[config.mk]
export PLATFORM = sky130hd
export DESIGN_NAME = instruction_fetch_flat
export DESIGN_NICKNAME = d
export VERILOG_FILES = /design/src/rtl/nbbpu_pkg.sv /design/src/rtl/instruction_fetch_if.sv /design/src/rtl/instruction_fetch_timer.sv /design/src/rtl/instruction_fetch.sv /design/src/flat_wrapper.sv
export SDC_FILE = /design/constraint.sdc
export NUM_CORES = 1
export LEC_CHECK = 0
export ABC_AREA = 0
export BUFFER_PORTS_ARGS = -buffer_cell sky130_fd_sc_hd__clkbuf_2
export CORE_ASPECT_RATIO = 0.6
export CORE_MARGIN = 8
export CORE_UTILIZATION = 45
export CTS_BUF_LIST = sky130_fd_sc_hd__clkbuf_2 sky130_fd_sc_hd__clkbuf_4 sky130_fd_sc_hd__clkbuf_8
export DETAILED_ROUTE_END_ITERATION = 12
export HOLD_SLACK_MARGIN = 0.06
export PLACE_DENSITY = 0.72
export SLEW_MARGIN = 30
export SYNTH_ARGS = -nofsm -noshare
export SYNTH_HDL_FRONTEND = slang
export SYNTH_HIERARCHICAL = 1
export SYNTH_SLANG_ARGS = --single-unit
[constraint.sdc]
create_clock -name clock -period 1.4 [get_ports clock]
set_input_delay 0.28 -clock clock [delete_from_list [all_inputs] [get_ports clock]]
set_output_delay 0.28 -clock clock [all_outputs]
set_load 0.1 [all_outputs]
[src/rtl/nbbpu_pkg.sv]
// Shared NBBPU definitions: fetch state encoding, datapath widths and the
// default memory-transfer timeout.
package nbbpu_pkg;
  localparam int INSTR_W            = 16;
  localparam int BYTE_W             = 8;
  localparam int TIMEOUT_CYCLES_DEF = 255;

  typedef enum logic [2:0] {
    IDLE   = 3'd0,
    REQ_LO = 3'd1,
    REQ_HI = 3'd2,
    VALID  = 3'd3,
    FAULT  = 3'd4
  } fetch_state_e;
endpackage

[src/rtl/instruction_fetch_if.sv]
// Fetch-stage bus: datapath-side instruction handshake plus the byte-wide
// memory request/ack channel. master = fetch unit, slave = datapath + memory.
interface instruction_fetch_if;
  import nbbpu_pkg::*;

  logic [INSTR_W-1:0] PC;
  logic               instr_ready;
  logic [INSTR_W-1:0] instruction;
  logic               instr_valid;
  logic               mem_req;
  logic [INSTR_W-1:0] mem_addr;
  logic [BYTE_W-1:0]  mem_rdata;
  logic               mem_ack;
  logic               fault;

  modport master (
    input  PC, instr_ready, mem_rdata, mem_ack,
    output instruction, instr_valid, mem_req, mem_addr, fault
  );

  modport slave (
    output PC, instr_ready, mem_rdata, mem_ack,
    input  instruction, instr_valid, mem_req, mem_addr, fault
  );
endinterface

[src/rtl/instruction_fetch_timer.sv]
// fetch_timer: saturating wait counter. expired is asserted combinationally
// in the cycle that would bring the count to LIMIT, so the FSM can leave then.
module fetch_timer #(
  parameter int LIMIT = 255
) (
  input  logic clock,
  input  logic reset,
  input  logic clr,
  input  logic en,
  output logic expired
);
  localparam int CW = $clog2(LIMIT + 1);

  logic [CW-1:0] count_q, count_d;

  always_comb begin
    count_d = count_q;
    if (clr)
      count_d = '0;
    else if (en && (count_q != CW'(LIMIT)))
      count_d = count_q + 1'b1;
  end

  always_ff @(posedge clock) begin
    if (reset) count_q <= '0;
    else       count_q <= count_d;
  end

  assign expired = en && (count_q >= CW'(LIMIT - 1));
endmodule

[src/rtl/instruction_fetch.sv]
// Two-byte little-endian instruction fetch for the NBBPU datapath.
// Optional transfer timeout is enabled by defining FETCH_TIMEOUT_EN.
module instruction_fetch
  import nbbpu_pkg::*;
#(
  parameter int TIMEOUT_CYCLES = TIMEOUT_CYCLES_DEF
) (
  input logic                clock,
  input logic                reset,
  instruction_fetch_if.master bus
);
  if (TIMEOUT_CYCLES < 1) begin : g_bad_timeout
    $error("instruction_fetch: TIMEOUT_CYCLES must be >= 1");
  end

  fetch_state_e       state_q, state_d;
  logic [INSTR_W-1:0] fetch_addr_q, fetch_addr_d;
  logic [BYTE_W-1:0]  lo_byte_q, lo_byte_d;
  logic [INSTR_W-1:0] instruction_q, instruction_d;
  logic               instr_valid_q, instr_valid_d;
  logic               mem_req_q, mem_req_d;
  logic [INSTR_W-1:0] mem_addr_q, mem_addr_d;
  logic               fault_q, fault_d;
  logic               timeout;

`ifdef FETCH_TIMEOUT_EN
  logic tmr_clr;
  // Cleared on every entry into a request state, i.e. once per byte.
  assign tmr_clr = ((state_q == IDLE) && !bus.PC[0]) ||
                   ((state_q == REQ_LO) && bus.mem_ack);

  fetch_timer #(.LIMIT(TIMEOUT_CYCLES)) u_timer (
    .clock   (clock),
    .reset   (reset),
    .clr     (tmr_clr),
    .en      (mem_req_q && !bus.mem_ack),
    .expired (timeout)
  );
`else
  assign timeout = 1'b0;
`endif

  always_comb begin
    state_d       = state_q;
    fetch_addr_d  = fetch_addr_q;
    lo_byte_d     = lo_byte_q;
    instruction_d = instruction_q;
    instr_valid_d = instr_valid_q;
    mem_req_d     = mem_req_q;
    mem_addr_d    = mem_addr_q;
    fault_d       = fault_q;
    unique case (state_q)
      IDLE: begin
        if (bus.PC[0]) begin
          state_d = FAULT;
          fault_d = 1'b1;
        end else begin
          fetch_addr_d = bus.PC;
          mem_addr_d   = bus.PC;
          mem_req_d    = 1'b1;
          state_d      = REQ_LO;
        end
      end
      REQ_LO: begin
        if (bus.mem_ack) begin
          lo_byte_d  = bus.mem_rdata;
          mem_addr_d = fetch_addr_q + 16'd1;
          state_d    = REQ_HI;
        end else if (timeout) begin
          mem_req_d = 1'b0;
          fault_d   = 1'b1;
          state_d   = FAULT;
        end
      end
      REQ_HI: begin
        if (bus.mem_ack) begin
          instruction_d = {bus.mem_rdata, lo_byte_q};
          instr_valid_d = 1'b1;
          mem_req_d     = 1'b0;
          state_d       = VALID;
        end else if (timeout) begin
          mem_req_d = 1'b0;
          fault_d   = 1'b1;
          state_d   = FAULT;
        end
      end
      VALID: begin
        // A PC change while stalled is a jump: drop the word and refetch.
        if (bus.instr_ready || (bus.PC != fetch_addr_q)) begin
          instr_valid_d = 1'b0;
          state_d       = IDLE;
        end
      end
      FAULT: begin
        mem_req_d     = 1'b0;
        instr_valid_d = 1'b0;
        fault_d       = 1'b1;
      end
      default: state_d = IDLE;
    endcase
  end

  always_ff @(posedge clock) begin
    if (reset) begin
      state_q       <= IDLE;
      fetch_addr_q  <= '0;
      lo_byte_q     <= '0;
      instruction_q <= '0;
      instr_valid_q <= 1'b0;
      mem_req_q     <= 1'b0;
      mem_addr_q    <= '0;
      fault_q       <= 1'b0;
    end else begin
      state_q       <= state_d;
      fetch_addr_q  <= fetch_addr_d;
      lo_byte_q     <= lo_byte_d;
      instruction_q <= instruction_d;
      instr_valid_q <= instr_valid_d;
      mem_req_q     <= mem_req_d;
      mem_addr_q    <= mem_addr_d;
      fault_q       <= fault_d;
    end
  end

  assign bus.instruction = instruction_q;
  assign bus.instr_valid = instr_valid_q;
  assign bus.mem_req     = mem_req_q;
  assign bus.mem_addr    = mem_addr_q;
  assign bus.fault       = fault_q;
endmodule

[src/flat_wrapper.sv]
// flat-port wrapper written by rule: the top's interface ports become plain ports
module instruction_fetch_flat import nbbpu_pkg::*;
#(
  parameter int TIMEOUT_CYCLES = TIMEOUT_CYCLES_DEF
)
  (clock, reset, bus_PC, bus_instr_ready, bus_mem_rdata, bus_mem_ack, bus_instruction, bus_instr_valid, bus_mem_req, bus_mem_addr, bus_fault);
  instruction_fetch_if bus_i ();
  input logic clock;
  input logic reset;
  input wire logic [$bits(bus_i.PC)-1:0] bus_PC;
  input wire logic [$bits(bus_i.instr_ready)-1:0] bus_instr_ready;
  input wire logic [$bits(bus_i.mem_rdata)-1:0] bus_mem_rdata;
  input wire logic [$bits(bus_i.mem_ack)-1:0] bus_mem_ack;
  output wire logic [$bits(bus_i.instruction)-1:0] bus_instruction;
  output wire logic [$bits(bus_i.instr_valid)-1:0] bus_instr_valid;
  output wire logic [$bits(bus_i.mem_req)-1:0] bus_mem_req;
  output wire logic [$bits(bus_i.mem_addr)-1:0] bus_mem_addr;
  output wire logic [$bits(bus_i.fault)-1:0] bus_fault;
  assign bus_i.PC = bus_PC;
  assign bus_i.instr_ready = bus_instr_ready;
  assign bus_i.mem_rdata = bus_mem_rdata;
  assign bus_i.mem_ack = bus_mem_ack;
  assign bus_instruction = bus_i.instruction;
  assign bus_instr_valid = bus_i.instr_valid;
  assign bus_mem_req = bus_i.mem_req;
  assign bus_mem_addr = bus_i.mem_addr;
  assign bus_fault = bus_i.fault;
  instruction_fetch #(.TIMEOUT_CYCLES(TIMEOUT_CYCLES)) u_core (.clock(clock), .reset(reset), .bus(bus_i));
endmodule
==> results of run 1 <==
[worst paths after layout]
path	start	end
setup reg to reg	u_core/fetch_addr_q[1]	u_core/bus.instr_valid
setup / recovery	u_core/fetch_addr_q[1]	u_core/bus.instr_valid
hold reg to reg	u_core/bus.instruction[4]	u_core/bus.instruction[4]
hold / removal	bus_mem_rdata[2]	u_core/bus.instruction[10]
[cell usage after synthesis]
master	n	share of area
nor4_4	1	0.0082
and2b_1	1	0.0029
nand2_1	82	0.12
a211oi_1	16	0.046
o32a_1	1	0.0039
nand3b_1	1	0.0029
buf_4	5	0.015
nand4_1	3	0.0073
dfxtp_1	61	0.47
a21bo_2	1	0.0039
clkbuf_1	8	0.012
buf_1	2	0.0029
inv_2	1	0.0014
nand3_1	2	0.0039
buf_2	6	0.012
a21o_1	1	0.0029
inv_1	1	0.0014
nand2b_1	4	0.0097
xor2_1	1	0.0034
xnor2_1	14	0.047
nor2b_1	2	0.0048
o21ai_0	2	0.0039
and2_1	1	0.0024
a21oi_1	47	0.091
nor3_1	4	0.0077
nor4_1	1	0.0024
a2111oi_4	1	0.011
nor3_2	1	0.0039
and3b_1	1	0.0034
o31ai_1	1	0.0029
nor2_1	19	0.028
o211a_1	1	0.0039
mux2i_1	15	0.058
[per-layer routing]
layer  global-route usage  up-vias  share of wire
met4               0.0586        0          0.027
met3               0.0753       28          0.093
met1                0.231     1341           0.40
met5                    0        -              0
li1                     -     1224              -
met2                0.318      143           0.48
[cell type report]
class,instances,area [um^2],share of cell area
multi-input cells,224,1670,0.391
clock inverters,4,22.5,0.00527
flip-flops and latches,61,1240,0.290
well taps,80,100,0.0234
clock buffers,12,159,0.0372
repair buffers,99,1070,0.250
inverters,2,10.0,0.00234
[cell families after synthesis]
| kind of cell | synth area share |
|---|---|
| buffers and inverters | 0.0435 |
| AND/OR/NAND/NOR | 0.206 |
| multiplexers | 0.0581 |
| AO/OA/AOI/OAI | 0.169 |
| XOR/XNOR | 0.0508 |
| flip-flops | 0.472 |
[where the power goes]
part           leakage (uW)  switching, uW  internal (uW)
logic               0.00106           1550            992
clock network     0.0000956            698            749
registers          0.000503            205           1900
total               0.00166           2450           3650
[worst reg2reg max path: stages, from the launching register on]
cell,delay [ps]
dfxtp_1,360
xnor2_1,300
nand3_1,180
nor3_4,300
a21oi_2,110
o211a_1,230
[registers in the layout, summed over array words and instances (netlist names)]
| signal | flops |
|---|---|
| u_core/lo_byte_q | 8 |
| u_core/bus.fault | 1 |
| u_core/bus.mem_req | 1 |
| u_core/bus.instr_valid | 1 |
| u_core/state_q | 3 |
| u_core/fetch_addr_q | 15 |
| u_core/bus.instruction | 16 |
| u_core/bus.mem_addr | 16 |
[stage by stage]
step | area (um^2) | instances | setup slack, ps
finish | 4280 | 482 | -182
global route | 4280 | 482 | -221
CTS | 3900 | 478 | -9.98
detailed placement | 3480 | 454 | -191
global placement | 3480 | 454 | -49.6
floorplan | 2590 | 308 | -49.0
[what timing repair did]
item,CTS,global route
cloned,4,2
hold buffers,0,0
pin swaps,26,27
setup buffers,4,3
resized for setup,47,78
setup endpoints to repair,53,58
==> metrics.csv, run 1 <==
metric,value,unit
outcome,"finished, violations left",
violations,setup timing,
wirelength,9740,um
hold_ws,169,ps
slew_violations,0,
hold-path-cell-count,3,
firstDrtPassIters,4,
finClkSkew,10.2,ps
drc_errors,0,
grt_pass1_wl,12600,um
cpPeakStageDelay,360,ps
drive_gt1_frac,0.522,
portBuffers,62,
cts_root_buf,clkbuf_8,
worstPathArrival,1810,ps
synth-seq-cells,61,
grt_pass1_vias,2509,
fmaxAchievable,632,MHz
cts_made_buffers,9,
start_util,0.464,
worst_pin_slew,372,ps
rsz0062_at_grt,yes,
worstRegToRegCells,5,
criticalPathCategory,flip-flop to flip-flop,
track_usage,0.193,
hp-class,input pin to flip-flop,
critPathBufInv,0,
crit_chain,xnor2_1 > nand3_1 > nor3_4 > a21oi_2 > o211a_1,
drtIter0Drc,231,
grt_overflow_total,0,
tns,-724,ps
layout_commonest_cell,nand2_1,
place_hpwl,5060,um
synthToLayoutAreaGrowth,65.4,%
htreeDepth,3,
syn_nets,336,
setup_ws,-182,ps
power,6100,uW
netlist_area,2590,um^2
crit_family,simple AND/OR/NAND/NOR gates,
required,1630,ps
antenna_found_initial,0,
finalCritPeriodShare,1.13,
setup_viol,24,
power.density,1430,nW/um^2
r2r_slack,-180,ps
synthCells,308,
final_util,0.768,
drv_cap,0,
finalNetCount,425,
ys_warn_count,6,
ys_seq_area_frac,0.472,
via_count,2736,
cts.sinks,61,
cts_tree,yes,
clockBufferDepth,2,
slew_headroom,0.750,
core,5570,um^2
final_cell_mix,"nand2_1, dfxtp_1, buf_4",
wl_per_cell,20.2,um
crit_path_start_kind,flip-flop,
endpoint_kind,flip-flop,
num_antenna_cells,0,
clkTransAtPathRegs,70,ps
cp.depth,5,
drt-vias-per-instance,5.68,
fill_cells,346,
die_height,74.7,um
synth_area_per_cell,8.40,um^2
io_pins,63,
die_area,8510,um^2
crit_fanout,3,
grt_max_degree,24,
gp_congestion,0.864,
postRouteAntennaNets,0,
ir_drop,910,uV
slowest_stage,dfxtp_1,
die_x,114,um
insertion_delay,340,ps
ys_types,33,
power_leakage,0.00166,uW
hold_violations,0,
fp-row-count,21,
period_minus_slack,1580,ps
(Power assumes the default switching activity.)
==> run 2, diff against run 1 <==
--- a/config.mk
+++ b/config.mk
@@ -14,6 +14,7 @@
 export DETAILED_ROUTE_END_ITERATION = 12
 export HOLD_SLACK_MARGIN = 0.06
 export PLACE_DENSITY = 0.72
+export RECOVER_POWER = 25
 export SLEW_MARGIN = 30
 export SYNTH_ARGS = -nofsm -noshare
 export SYNTH_HDL_FRONTEND = slang
==> constraint.sdc (replaced) <==
create_clock -name clock -period 1.4 [get_ports clock]
set_input_delay 0.28 -clock clock [delete_from_list [all_inputs] [get_ports clock]]
set_output_delay 0.28 -clock clock [all_outputs]
set_load 0.02 [all_outputs]
==> run 2 against run 1 <==
Net effect: the run still ends with setup timing left; utilization decreased by 4.3 points; highest routed layer unchanged; die area unchanged; sequential share of layout area increased by 1.6 points; combinational power decreased by 34%; via count decreased by 3.0%; final area decreased by 5.6%; sequential power decreased by 3%; critical endpoint is now u_core/state_q[0]; total power decreased by 13%; setup slack improved by 62 ps; routed wire length decreased by 9.5%; worst hold slack got worse by 2.2 ps.
==> metrics.csv, run 2 (synthesized netlist as in run 1, its figures left out) <==
metric,value,unit
final_cell_area,4040,um^2
r2r_slack,-120,ps
critPathBufInv,0,
worstRegToRegCells,5,
violations,setup timing,
outcome,"finished, violations left",
fmaxAchievable,658,MHz
place_inst,461,
finalCritPeriodShare,1.09,
drtIter0Drc,253,
finClkSkew,9.36,ps
drv_cap,0,
insertion_delay,340,ps
power_leakage,0.00169,uW
die_height,74.7,um
post-place-ws,-144,ps
cts_root_buf,clkbuf_8,
criticalPathCategory,flip-flop to flip-flop,
setup_viol,45,
intPower,3530,uW
p_sw_frac,0.332,
crit_chain,xnor2_1 > nand3_1 > nor3_4 > nand2_2 > a211oi_1,
switchingPower,1750,uW
cts.sinks,61,
worstPathArrival,1750,ps
final_util,0.725,
required,1630,ps
firstDrtPassIters,4,
period_minus_slack,1520,ps
cp.depth,5,
r2r-start,u_core/fetch_addr_q[5],
drc_errors,0,
place_hpwl,4870,um
postRouteAntennaNets,0,
setup_ws,-120,ps
cpPeakStageDelay,360,ps
r2r_end,u_core/state_q[0],
final_cell_mix,"clkbuf_2, nand2_1, dfxtp_1",
num_antenna_cells,0,
instances_no_fill,496,
slew_violations,0,
grt_pass1_vias,2358,
power,5280,uW
wl_per_cell,17.8,um
endpoint_kind,flip-flop,
comb_power_share,0.316,
synthToLayoutAreaGrowth,56.2,%
placed_area,3210,um^2
antenna_found_initial,0,
drt-vias-per-instance,5.35,
grt_overflow_total,0,
clkTransAtPathRegs,80,ps
hp-class,input pin to flip-flop,
min_from,bus_mem_rdata[3],
ir_drop,660,uV
power.density,1310,nW/um^2
hold_violations,0,
start_util,0.464,
hold_buffers,0,
slew_headroom,0.671,
fp-row-count,21,
cts_made_buffers,9,
crit_family,simple AND/OR/NAND/NOR gates,
fill_cells,392,
grt_pass1_wl,11700,um
worst_pin_slew,494,ps
layout_commonest_cell,clkbuf_2,
clockBufferDepth,2,
track_usage,0.174,
portBuffers,62,
crit_fanout,3,
hold-path-cell-count,3,
slowest_stage,dfxtp_1,
rsz0062_at_grt,yes,
drive_gt1_frac,0.510,
crit_path_start_kind,flip-flop,
finalNetCount,439,
grt_max_degree,21,
via_count,2653,
p_seq_frac,0.387,
wirelength,8810,um
core,5570,um^2
cts_tree,yes,
holdPathEnd,u_core/bus.instruction[11],
gp_congestion,0.863,
clkPwrFrac,0.297,
htreeDepth,3,
die_area,8510,um^2
io_pins,63,
die_x,114,um
-- run 2: changes by cell type in the layout (fill, tap and decap cells not counted), sizes merged --
cell      before  now
clkinv         3    2
bufinv         0    1
clkinvlp       1    3
clkbuf        41   74
buf           70   48
inv            2    3
-- run 2: timing repair --
item,CTS,global route
resized for setup,22,89
setup endpoints to repair,58,59
buffers inserted,2,12
pin swaps,8,44
cloned,2,4
-- run 2: worst max path at each step --
stage                      startpoint                endpoint  slack (ps)
2_1_floorplan       u_core/state_q[2]  u_core/bus.instr_valid          20
3_3_place_gp               bus_PC[13]       u_core/state_q[1]        -110
3_5_place_dp                bus_PC[0]  u_core/bus.mem_addr[9]        -140
4_1_cts             u_core/state_q[0]  u_core/bus.mem_addr[9]         -40
5_1_grt        u_core/fetch_addr_q[8]       u_core/state_q[1]        -180
6_report       u_core/fetch_addr_q[5]       u_core/state_q[0]        -120
-- run 2: power by group through the flow --
stage / Clock (uW) / Sequential (uW) / Combinational (uW)
detailed placement: 0 / 2050 / 1140
finish: 1570 / 2040 / 1670
floorplan: 0 / 2150 / 607
global route: 1680 / 2060 / 1760
global placement: 0 / 2040 / 1130
CTS: 1580 / 2020 / 1270
-- run 2: cell type report --
type	count	area (um^2)	share of cell area
tap	80	100	0.0248
timing repair buffer	113	910	0.225
sequential	61	1240	0.306
inverter	2	7.51	0.00186
multi-input combinational	224	1590	0.393
clock inverter	7	75.1	0.0186
clock buffer	9	124	0.0307
-- run 2: per-layer routing --
metal | share of wire | vias up | global-route usage | wire length, um
met3 | 0.092 | 15 | 0.0753 | 814
met5 | 0 | - | 0 | 0
met2 | 0.48 | 117 | 0.275 | 4200
li1 | - | 1248 | - | -
met4 | 0.017 | 0 | 0.0542 | 148
met1 | 0.41 | 1273 | 0.213 | 3650
-- run 2: worst reg2reg max path: cells and delay by family (launching register included) --
family	cells	cell delay, ps
AND/OR/NAND/NOR	3	540
XOR/XNOR	1	280
AO/OA/AOI/OAI	1	230
flip-flops	1	360
-- run 2: through the flow --
| step | hold slack, ps | TNS, ps |
|---|---|---|
| 2_1_floorplan | 416 | 0 |
| 3_3_place_gp | 434 | -3600 |
| 3_5_place_dp | 447 | -6160 |
| 4_1_cts | 159 | -522 |
| 5_1_grt | 161 | -4830 |
| 6_report | 167 | -2090 |
